`src/rtl/ay_psg_bus_slave.sv`:
```
// Chip-side responder for the AY-3-8910 bus: synchronizes BDIR/BC2/BC1/DA, filters glue
// transients, decodes latch/write/read and owns the 16-entry masked register file.
module ay_psg_bus_slave #(
    parameter int         FILT_CYCLES = 3,
    parameter logic [3:0] ADDR_HI     = 4'h0
) (
    input  logic       clk,
    input  logic       reset,
    input  logic       bdir,
    input  logic       bc2,
    input  logic       bc1,
    input  logic [7:0] da_in,
    output logic [7:0] da_out,
    output logic       da_oe,
    input  logic [3:0] gen_raddr,
    output logic [7:0] gen_rdata,
    output logic       wr_stb,
    output logic [3:0] wr_addr,
    output logic       env_restart
);

    localparam logic [2:0] FILT = FILT_CYCLES[2:0];

    typedef enum logic [2:0] {
        IDLE,
        LATCH_HOLD,
        WRITE_HOLD,
        READ_HOLD,
        WAIT_INACT
    } state_t;

    typedef enum logic [1:0] {
        CMD_INACT,
        CMD_LATCH,
        CMD_WRITE,
        CMD_READ
    } cmd_t;

    logic [2:0] ctl_s1, ctl_s2;
    logic [7:0] da_s1, da_s2;
    logic [2:0] code_q;
    logic [2:0] cnt;
    logic       qualified;
    cmd_t       cmd;
    cmd_t       held_cmd;
    logic       start;

    state_t     state, state_next;
    logic       do_latch, do_write, do_read, do_release;

    logic [7:0] regs [16];
    logic [3:0] addr;
    logic       sel;

    function automatic logic [7:0] reg_mask(input logic [3:0] idx);
        case (idx)
            4'd1, 4'd3, 4'd5, 4'd13: reg_mask = 8'h0F;
            4'd6, 4'd8, 4'd9, 4'd10: reg_mask = 8'h1F;
            default:                 reg_mask = 8'hFF;
        endcase
    endfunction

    // Synchronizers and the stability counter; code_q is the code the counter refers to.
    always_ff @(posedge clk) begin
        if (reset) begin
            ctl_s1 <= 3'b000;
            ctl_s2 <= 3'b000;
            da_s1  <= 8'h00;
            da_s2  <= 8'h00;
            code_q <= 3'b000;
            cnt    <= 3'd0;
        end else begin
            ctl_s1 <= {bdir, bc2, bc1};
            ctl_s2 <= ctl_s1;
            da_s1  <= da_in;
            da_s2  <= da_s1;
            code_q <= ctl_s2;
            if (ctl_s2 == code_q) begin
                if (cnt != 3'd7) cnt <= cnt + 3'd1;
            end else begin
                cnt <= 3'd1;
            end
        end
    end

    always_comb begin
        case (code_q)
            3'b001, 3'b100, 3'b111: cmd = CMD_LATCH;
            3'b110:                 cmd = CMD_WRITE;
            3'b011:                 cmd = CMD_READ;
            default:                cmd = CMD_INACT;
        endcase
    end

    assign qualified = (cnt >= FILT);

    // Command a hold state is waiting out; a different active command restarts action.
    always_comb begin
        case (state)
            LATCH_HOLD: held_cmd = CMD_LATCH;
            WRITE_HOLD: held_cmd = CMD_WRITE;
            READ_HOLD:  held_cmd = CMD_READ;
            WAIT_INACT: held_cmd = CMD_READ;
            default:    held_cmd = CMD_INACT;
        endcase
    end

    assign start = qualified && (cmd != CMD_INACT) &&
                   ((state == IDLE) || (cmd != held_cmd));

    always_ff @(posedge clk) begin
        if (reset) state <= IDLE;
        else       state <= state_next;
    end

    always_comb begin
        state_next = state;
        if (start) begin
            case (cmd)
                CMD_LATCH: state_next = LATCH_HOLD;
                CMD_WRITE: state_next = WRITE_HOLD;
                CMD_READ:  state_next = sel ? READ_HOLD : WAIT_INACT;
                default:   state_next = IDLE;
            endcase
        end else if (qualified && (cmd == CMD_INACT)) begin
            state_next = IDLE;
        end
    end

    always_comb begin
        do_latch   = start && (cmd == CMD_LATCH);
        do_write   = start && (cmd == CMD_WRITE);
        do_read    = start && (cmd == CMD_READ);
        do_release = qualified && (cmd == CMD_INACT) && (state != IDLE);
    end

    always_ff @(posedge clk) begin
        if (reset) begin
            for (int i = 0; i < 16; i++) regs[i] <= 8'h00;
            addr        <= 4'd0;
            sel         <= 1'b1;
            da_out      <= 8'h00;
            da_oe       <= 1'b0;
            wr_stb      <= 1'b0;
            wr_addr     <= 4'd0;
            env_restart <= 1'b0;
        end else begin
            wr_stb      <= 1'b0;
            env_restart <= 1'b0;
            if (do_latch) begin
                if (da_s2[7:4] == ADDR_HI) begin
                    addr <= da_s2[3:0];
                    sel  <= 1'b1;
                end else begin
                    sel  <= 1'b0;
                end
            end
            if (do_write && sel) begin
                regs[addr]  <= da_s2 & reg_mask(addr);
                wr_stb      <= 1'b1;
                wr_addr     <= addr;
                env_restart <= (addr == 4'd13);
            end
            if (do_release || start) da_oe <= 1'b0;
            if (do_read && sel) begin
                da_out <= regs[addr] & reg_mask(addr);
                da_oe  <= 1'b1;
            end
        end
    end

    assign gen_rdata = regs[gen_raddr] & reg_mask(gen_raddr);

endmodule

```
`config.mk`:
```
export PLATFORM = sky130hd
export DESIGN_NAME = ay_psg_bus_slave
export DESIGN_NICKNAME = d
export VERILOG_FILES = /design/src/rtl/ay_psg_bus_slave.sv
export SDC_FILE = /design/constraint.sdc
export NUM_CORES = 1
export LEC_CHECK = 0
export ABC_AREA = 0
export BUFFER_PORTS_ARGS = -buffer_cell sky130_fd_sc_hd__buf_2
export CAP_MARGIN = 30
export CORE_ASPECT_RATIO = 0.7
export CORE_MARGIN = 10
export CORE_UTILIZATION = 50
export DETAILED_ROUTE_END_ITERATION = 8
export PLACE_DENSITY = 0.65
export RECOVER_POWER = 50
export SETUP_SLACK_MARGIN = 0.4
export SYNTH_ARGS = -nofsm -noshare
export SYNTH_HDL_FRONTEND = slang
export SYNTH_SLANG_ARGS = --single-unit
```
`constraint.sdc`:
```
create_clock -name clk -period 3.8 [get_ports clk]
set_input_delay 0.19 -clock clk [delete_from_list [all_inputs] [get_ports clk]]
set_output_delay 0.19 -clock clk [all_outputs]
set_load 0.005 [all_outputs]
```
; ---- Yosys cells after proc, flatten, opt, wreduce, memory -nomap -nowiden
; Memory sizes are Yosys's and may differ from the RTL's. A register that Yosys moved wholly into a read port is not among the register bits.
; Index checks and enable logic that the tools add are counted.
[word_totals]
regBits = 51
latch_bits = 0
mem_bits_rw = 128
mem_bits_ro = 192
inputBits = 17
output_inout_bits = 23
elab_cells = 96
mem_count = 4
[op_classes]
add_sub_neg = 1
n_mul = 0
div = 0
order_cmp = 1
eq_ne = 17
shift = 0
mux = 29
bitwise = 5
reduce_logical = 24
[mem_list]
columns = memory, depth, word_bits, rd, rd_clocked_by_memory_dff, wr, line_no
row1 = regs, 16, 8, 2, 1, 16, 51  ; logic [7:0] regs [16];
row2 = (no name shown), 16, 4, 1, 1, 0, 56  ; case (idx)
row3 = (no name shown), 16, 4, 1, 1, 0, 56
row4 = (no name shown), 16, 4, 1, 0, 0, 56
[op_table]
columns = cell, n
row1 = $mux W8, 5
row2 = $mux W4, 7
row3 = $and A8 B8 Y8, 3
row4 = $eq A3 B3 Y1 const B, 4
row5 = $pmux W2 S3, 2
row6 = $mux W1, 11
row7 = $eq A3 B2 Y1 const B, 3
row8 = $logic_and A1 B1 Y1, 9
row9 = $mux W3, 3
row10 = $pmux W3 S3, 1
row11 = $reduce_or A8 Y1, 1
row12 = $eq A3 B1 Y1 const B, 2
row13 = $reduce_bool A2 Y1, 3
row14 = $reduce_or A2 Y1, 3
row15 = $eq A2 B2 Y1 const B, 2
row16 = $eq A4 B4 Y1 const B, 1
row17 = $logic_not A4 Y1, 1
row18 = $add A3 B1 Y3 const B, 1
row19 = $eq A3 B3 Y1, 1
row20 = $ge A3 B2 Y1 const B, 1
row21 = $logic_not A3 Y1, 1
row22 = $ne A3 B3 Y1 const B, 1
row23 = $reduce_bool A3 Y1, 1
row24 = $reduce_or A3 Y1, 1
row25 = 7 further kinds, 9

; ---- Logic depth before layout (Yosys ltp)
; Gate-level depths: netlist of run 1.
[logic_depth]
word_depth = 13
ltp_mapped = 16
ltp_nobuf = 14

; ---- Least setup slack after synthesis of run 1
; OpenSTA, ideal clock, no wires.
[synth_path]
path_kind = reg-to-reg
from = reg code_q[2]
to = reg (tool-made name)
setup_ps = 119
arrival_ps = 2656
path_slack_ps = 1024
path_stages_with_launch = 15
cell_sequence = dfxtp_1 -> buf_4 -> xor2_1 -> nand3_1 -> o311ai_1 -> nor3_1 -> buf_2 -> mux2i_1 -> nor2_1 -> inv_1 -> ha_1 -> nor2b_1 -> a211o_1 -> a21oi_1 -> o21bai_1
[synth_rtl]
columns = element, line_no
row1 = start: declaration, 41  ; logic [2:0] code_q;
row2 = start signal: assignment, 77  ; code_q <= ctl_s2;

==> results of run 1 <==
[critical path: stages, from the launching register on]
cell and delay (ns):
dfxtp_1 0.56, nor2b_1 0.39, nand3_1 0.20, nor4_4 0.16, clkbuf_1 0.54, nand2_1 0.12
clkbuf_1 0.24, o21bai_1 0.18, clkbuf_1 0.58
[worst paths after layout]
check	from	end	slack [ns]	cells after the start
setup / recovery	code_q[2]	regs[10][5]	0.45	8
hold / removal	bc2	ctl_s1[1]	0.02	2
setup reg to reg	code_q[2]	regs[10][5]	0.45	8
hold reg to reg	da_s1[3]	da_s2[3]	0.44	1
[power groups by stage]
stage	clock network, mW	registers, mW	logic (mW)
after floorplan	0	2.27	0.192
after global placement	0	2.29	0.283
after detailed placement	0	2.30	0.285
after CTS	1.89	2.25	0.294
after global routing	1.98	2.26	0.313
final	1.88	2.26	0.291
[metal layers]
layer	share of wire, %	global-route usage [%]	vias up
met1	42	29.27	3001
met2	43	28.06	394
met3	14	7.872	26
met4	1.4	6.270	0
li1	-	-	2668
met5	0	0	-
[sequential cells by signal, summed over array words and instances (netlist names), named ones only]
signal / count
code_q: 3
wr_stb: 1
da_oe: 1
ctl_s2: 3
sel: 1
da_out: 8
env_restart: 1
addr: 4
da_s1: 8
ctl_s1: 3
state: 3
wr_addr: 4
cnt: 3
da_s2: 8
regs: 128
[cells in the final DEF, fill, tap and decap left out, types with 4 or more instances in the layout]
cell / synthesis / layout
dlygate4sd3_1: 0 / 9
mux2i_1: 18 / 18
clkbuf_1: 28 / 31
nor3_1: 4 / 4
nand2_1: 44 / 44
buf_2: 15 / 20
ha_1: 6 / 6
edfxtp_1: 128 / 128
nand3_1: 20 / 20
inv_1: 7 / 7
a211oi_1: 7 / 7
dfxtp_1: 57 / 56
a21oi_1: 21 / 21
nor2b_1: 37 / 37
buf_4: 1 / 18
xor2_1: 7 / 7
o21bai_1: 14 / 14
nand2b_1: 9 / 9
bufinv_16: 0 / 4
mux4_2: 74 / 74
nor2_1: 143 / 143
and3_1: 6 / 6
clkbuf_16: 0 / 17
[cell families (layout without fill, tap and decap cells)]
group	Yosys count	count (layout)	share of synthesized area [%]
AOI/OAI and AO/OA	56	56	4.285
xor gates and xnor gates	7	7	0.6794
adders and majority gates	6	6	0.8319
buffers and inverters	61	118	3.134
DFF	185	185	55.24
muxes	92	92	20.47
and+or+nand+nor	291	291	15.36
[timing repair]
item | CTS | global route
endpoints found under the hold margin | 8 | 1
setup buffers | 0 | 0
endpoints found under the setup margin | 0 | 1
hold buffers | 8 | 1
gates resized for setup | 0 | 1
[cell type report]
type                            instances  area [sq um]  share of cell area, %
Clock inverter                         14         195.2                  1.924
Inverter                                8         31.28                 0.3083
Multi-Input combinational cell        452          3756                  37.03
Sequential cell                       185          4986                  49.15
Timing Repair Buffer                   78         457.9                  4.514
Clock buffer                           18         429.2                  4.230
Tap cell                              231         289.0                  2.849
[stage by stage]
step	power, mW	setup WS [ns]	util, %
floorplan	2.466	1.024	-
global placement	2.574	0.8432	54.52
detailed placement	2.583	0.7349	54.52
CTS	4.442	0.6588	58.56
global route	4.554	0.2373	58.25
finish	4.432	0.4524	58.25
==> flow_metrics.tcl, run 1 <==
set metrics [dict create \
    fmax_mhz 298.7 \
    end_kind "flip-flop" \
    place_hpwl_microns 17190 \
    htree_num_levels 4 \
    hold_violations 0 \
    skew_ns 0.008739 \
    fp.dieH_microns 132.4 \
    post-route-drc-count 0 \
    synth_ff_type "edfxtp_1" \
    synthTopCellsByArea "edfxtp_1, mux4_2, dfxtp_1" \
    diodes 0 \
    avgSynthCellArea_sq_um 12.93 \
    gp_congestion 0.9218 \
    grt_max_degree 44 \
    slew_headroom_pct -18.97 \
    drtAntennaViolNets 0 \
    root_buffer "clkbuf_16" \
    synthTopCellsByCount "nor2_1, edfxtp_1, mux4_2, dfxtp_1, nand2_1" \
    power_leakage_nw 3.396 \
    antenna_found_initial 0 \
    seqPwrFrac_pct 50.9 \
    initial_utilization_pct 51.81 \
    clockBufferDepth 2 \
    io_buffers 39 \
    io_pins 40 \
    instances_no_fill 986 \
    clock-sinks 185 \
    fin_crit_ns 3.348 \
    fp.coreArea_sq_mm 0.01742 \
    die_width_microns 180.6 \
    async_flop_share_pct 0 \
    finalSetupViolations 0 \
    clockPowerShare_pct 42.5 \
    synth_most_common_cell "nor2_1" \
    swShare_pct 22.14 \
    gr-usage-all-layers_pct 20.54 \
    post_drt_wl_per_cell_microns 24.75 \
    crit_required_ns 3.86 \
    hold_ws_ns 0.01620 \
    powerDensity_mw_per_mm2 436.8 \
    failed_checks "max-capacitance violations, max-slew violations" \
    synth-seq-cells 185 \
    cp-start-kind "flip-flop" \
    power_frac_comb_pct 6.6 \
    min_path_type "in -> reg" \
    rows 40 \
    synthCells 698 \
    worst_pin_slew_ns 1.785 \
    outcome "finished, violations left" \
    area_growth_pct 12.42 \
    placed_cells_incl_taps 945 \
    first_iter_violations 803 \
    setup_tns_ns 0 \
    wl_microns 24400 \
    rsz0062_at_grt "false" \
    postPlaceCellArea_sq_mm 0.009495 \
    ys_seq_area_share_pct 55.24 \
    grt-ovfl-total 0 \
    clkLatencyLatePin_ns 0.43 \
    switchingPower_uw 981.2 \
    synth_nets 721 \
    ys_types 49 \
    p_int_mw 3.450 \
    synth_edf_count 128 \
    peakVddDrop_v 0.0002934 \
    cp.arrival_ns 3.41 \
    finalInstanceArea_sq_mm 0.01014 \
    cts_tree "done" \
    maxCapViolations 1 \
    nets 765 \
    finalCritPeriodShare_pct 88.09 \
    cts_buffers 17 \
    dr.pass1.iters 5 \
    grt_pass1_vias 6002 \
    yosys.area.top_type "edfxtp_1" \
    synth_area_sq_mm 0.009024 \
    vias 6089 \
    vias_per_cell 6.175 \
    fillCellCount 1403 \
    clk_pin_slew_worst_paths_ns 0.07 \
    dieArea_sq_mm 0.02391 \
    slew_viol_final 44 \
    critPathMaxFanout 9 \
    synth_top_area_share_pct 42.60 \
    layout-drive-gt1-share_pct 20.26 \
    ys_warn_count 0 \
    grt_pass1_wl_microns 37410 \
    critPathKind "reg -> reg" \
]
No activity file was read; power rests on OpenSTA's default activity.
==> run 2: changes to the inputs <==
CORE_ASPECT_RATIO = 1.25   (was 0.7)
==> run 2 against run 1 <==
  * The flow still finishes with violations (max-capacitance violations, max-slew violations)
  * Clock skew rose by 0.00051 ns
  * Highest routed layer is now met5
  * Fmax rose by 2.7%
  * Power fell by 0.72%
  * Largest power group unchanged
  * Combinational power fell by 5%
  * Clock power barely moved
  * Global-route usage fell by 1.2 points
  * Clock-buffer cell count fell by 1
==> flow_metrics.tcl, run 2 (synthesis results as in run 1) <==
set metrics [dict create \
    crit_chain "nand2b_1, a221o_1, nand2_1, nor4_4, nand2_1, clkbuf_2, o21bai_1, buf_4" \
    cts_tree "done" \
    post_drt_wl_per_cell_microns 23.44 \
    cp_common_cell "nand2_1" \
    finalPower_mw 4.400 \
    maxCapViolations 1 \
    grt-ovfl-total 0 \
    io_buffers 39 \
    grt_pass1_vias 6182 \
    rr_worst_depth 8 \
    first_iter_violations 599 \
    area_growth_pct 12.16 \
    largest_reg_flops 128 \
    post-route-drc-count 0 \
    rsz0062_at_grt "false" \
    instances_no_fill 979 \
    fp.dieH_microns 170.2 \
    critPathMaxFanout 28 \
    hold_depth 1 \
    hold_violations 0 \
    cp_slowest_stage_delay_ns 0.63 \
    wl_microns 22950 \
    die_width_microns 140.2 \
    layout_commonest_cell "nor2_1" \
    end_kind "flip-flop" \
    grt_max_degree 48 \
    cts_setup_buffers 0 \
    fillCellCount 1410 \
    rows 54 \
    powerDensity_mw_per_mm2 434.7 \
    crit_slowest_cell "nor4_4" \
    setup_tns_ns 0 \
    root_buffer "clkbuf_16" \
    gr-usage-all-layers_pct 19.34 \
    crit_required_ns 3.94 \
    io_pins 40 \
    clkLatencyLatePin_ns 0.43 \
    failed_checks "max-capacitance violations, max-slew violations" \
    fp.coreArea_sq_mm 0.01757 \
    cp.arrival_ns 3.39 \
    vias_per_cell 6.143 \
    fmax_mhz 306.9 \
    regArea_sq_mm 0.004986 \
    r2r_slack_ns 0.54 \
    clockBufferDepth 2 \
    diodes 0 \
    layout-drive-gt1-share_pct 20.13 \
    critPathKind "reg -> reg" \
    cp-start-kind "flip-flop" \
    place_hpwl_microns 16070 \
    finalSetupViolations 0 \
    grt_pass1_wl_microns 35400 \
    outcome "finished, violations left" \
    drtAntennaViolNets 0 \
    gp_congestion 0.8671 \
    skew_ns 0.009245 \
    clock-sinks 185 \
    cts_buffers 17 \
    nets 765 \
    peakVddDrop_v 0.0002738 \
    finalCritPeriodShare_pct 85.74 \
    worst_pin_slew_ns 1.896 \
    dieArea_sq_mm 0.02385 \
    power_leakage_nw 3.359 \
    regMostFlops "regs" \
    slew_headroom_pct -26.43 \
    htree_num_levels 4 \
    antenna_found_initial 1 \
    most-common-layout-cells "nor2_1, edfxtp_1, mux4_2" \
    clk_pin_slew_worst_paths_ns 0.07 \
    slew_viol_final 48 \
    fin_crit_ns 3.258 \
    multiInputGateArea_sq_mm 0.003736 \
    initial_utilization_pct 51.37 \
    vias 6014 \
    min_path_type "reg -> reg" \
    dr.pass1.iters 5 \
    placed_cells_incl_taps 936 \
]
==> run 2: cell types whose count changed in the layout (fill, tap and decap cells not counted), moves of 2 or more <==
cell | before | now
dlygate4sd3_1 | 9 | 11
clkinv_2 | 2 | 4
clkbuf_1 | 31 | 29
and2_0 | 3 | 0
buf_2 | 20 | 17
clkbuf_2 | 0 | 2
and2_1 | 3 | 6
==> run 2: final timing paths <==
kind              startpoint          to
setup / recovery   code_q[1]  regs[3][6]
hold / removal      da_s1[2]    da_s2[2]
setup reg to reg   code_q[1]  regs[3][6]
hold reg to reg     da_s1[2]    da_s2[2]
==> run 2: worst max-delay path: cells and delay by family, from the launching register on <==
kind / cells / cell delay [ns]
flops: 1 / 0.55
buf+inv: 2 / 0.81
simple gates: 4 / 1.11
compound gates: 2 / 0.48
==> run 2: metal layers <==
| metal | track usage [%] | wire, microns |
|---|---|---|
| met5 | 0 | 20 |
| met4 | 9.847 | 937 |
| met3 | 5.068 | 1842 |
| met2 | 32.40 | 11700 |
| met1 | 22.46 | 8449 |
==> run 2: layout make-up <==
| class | instances | area share, % |
|---|---|---|
| Tap cell | 224 | 2.769 |
| Inverter | 8 | 0.3091 |
| Clock inverter | 15 | 1.953 |
| Timing Repair Buffer | 78 | 4.586 |
| Sequential cell | 185 | 49.26 |
| Clock buffer | 17 | 4.203 |
| Multi-Input combinational cell | 452 | 36.91 |
==> run 2: stage by stage <==
stage	hold slack (ns)	util (%)	instance area, sq um	setup WS, ns
finish	0.4353	57.61	10120	0.5420
global route	0.4552	57.61	10120	0.3065
CTS	0.2002	58.06	10200	0.6529
detailed placement	0.4068	53.89	9467	0.6837
global placement	0.3973	53.80	9452	0.8047
floorplan	0.3182	-	9024	1.024
==> run 2: where the power goes <==
part / internal [mW] / switching, mW / leakage, nW
Sequential: 2.21 / 0.0478 / 1.79
Clock: 1.10 / 0.765 / 0.301
Combinational: 0.135 / 0.142 / 1.27
==> run 2: timing repair <==
| item | in CTS | in global routing |
|---|---|---|
| hold buffers | 11 | 0 |
| endpoints found under the setup margin | 0 | 0 |
| resized for setup | 0 | 0 |
| hold endpoints to repair | 11 | 0 |
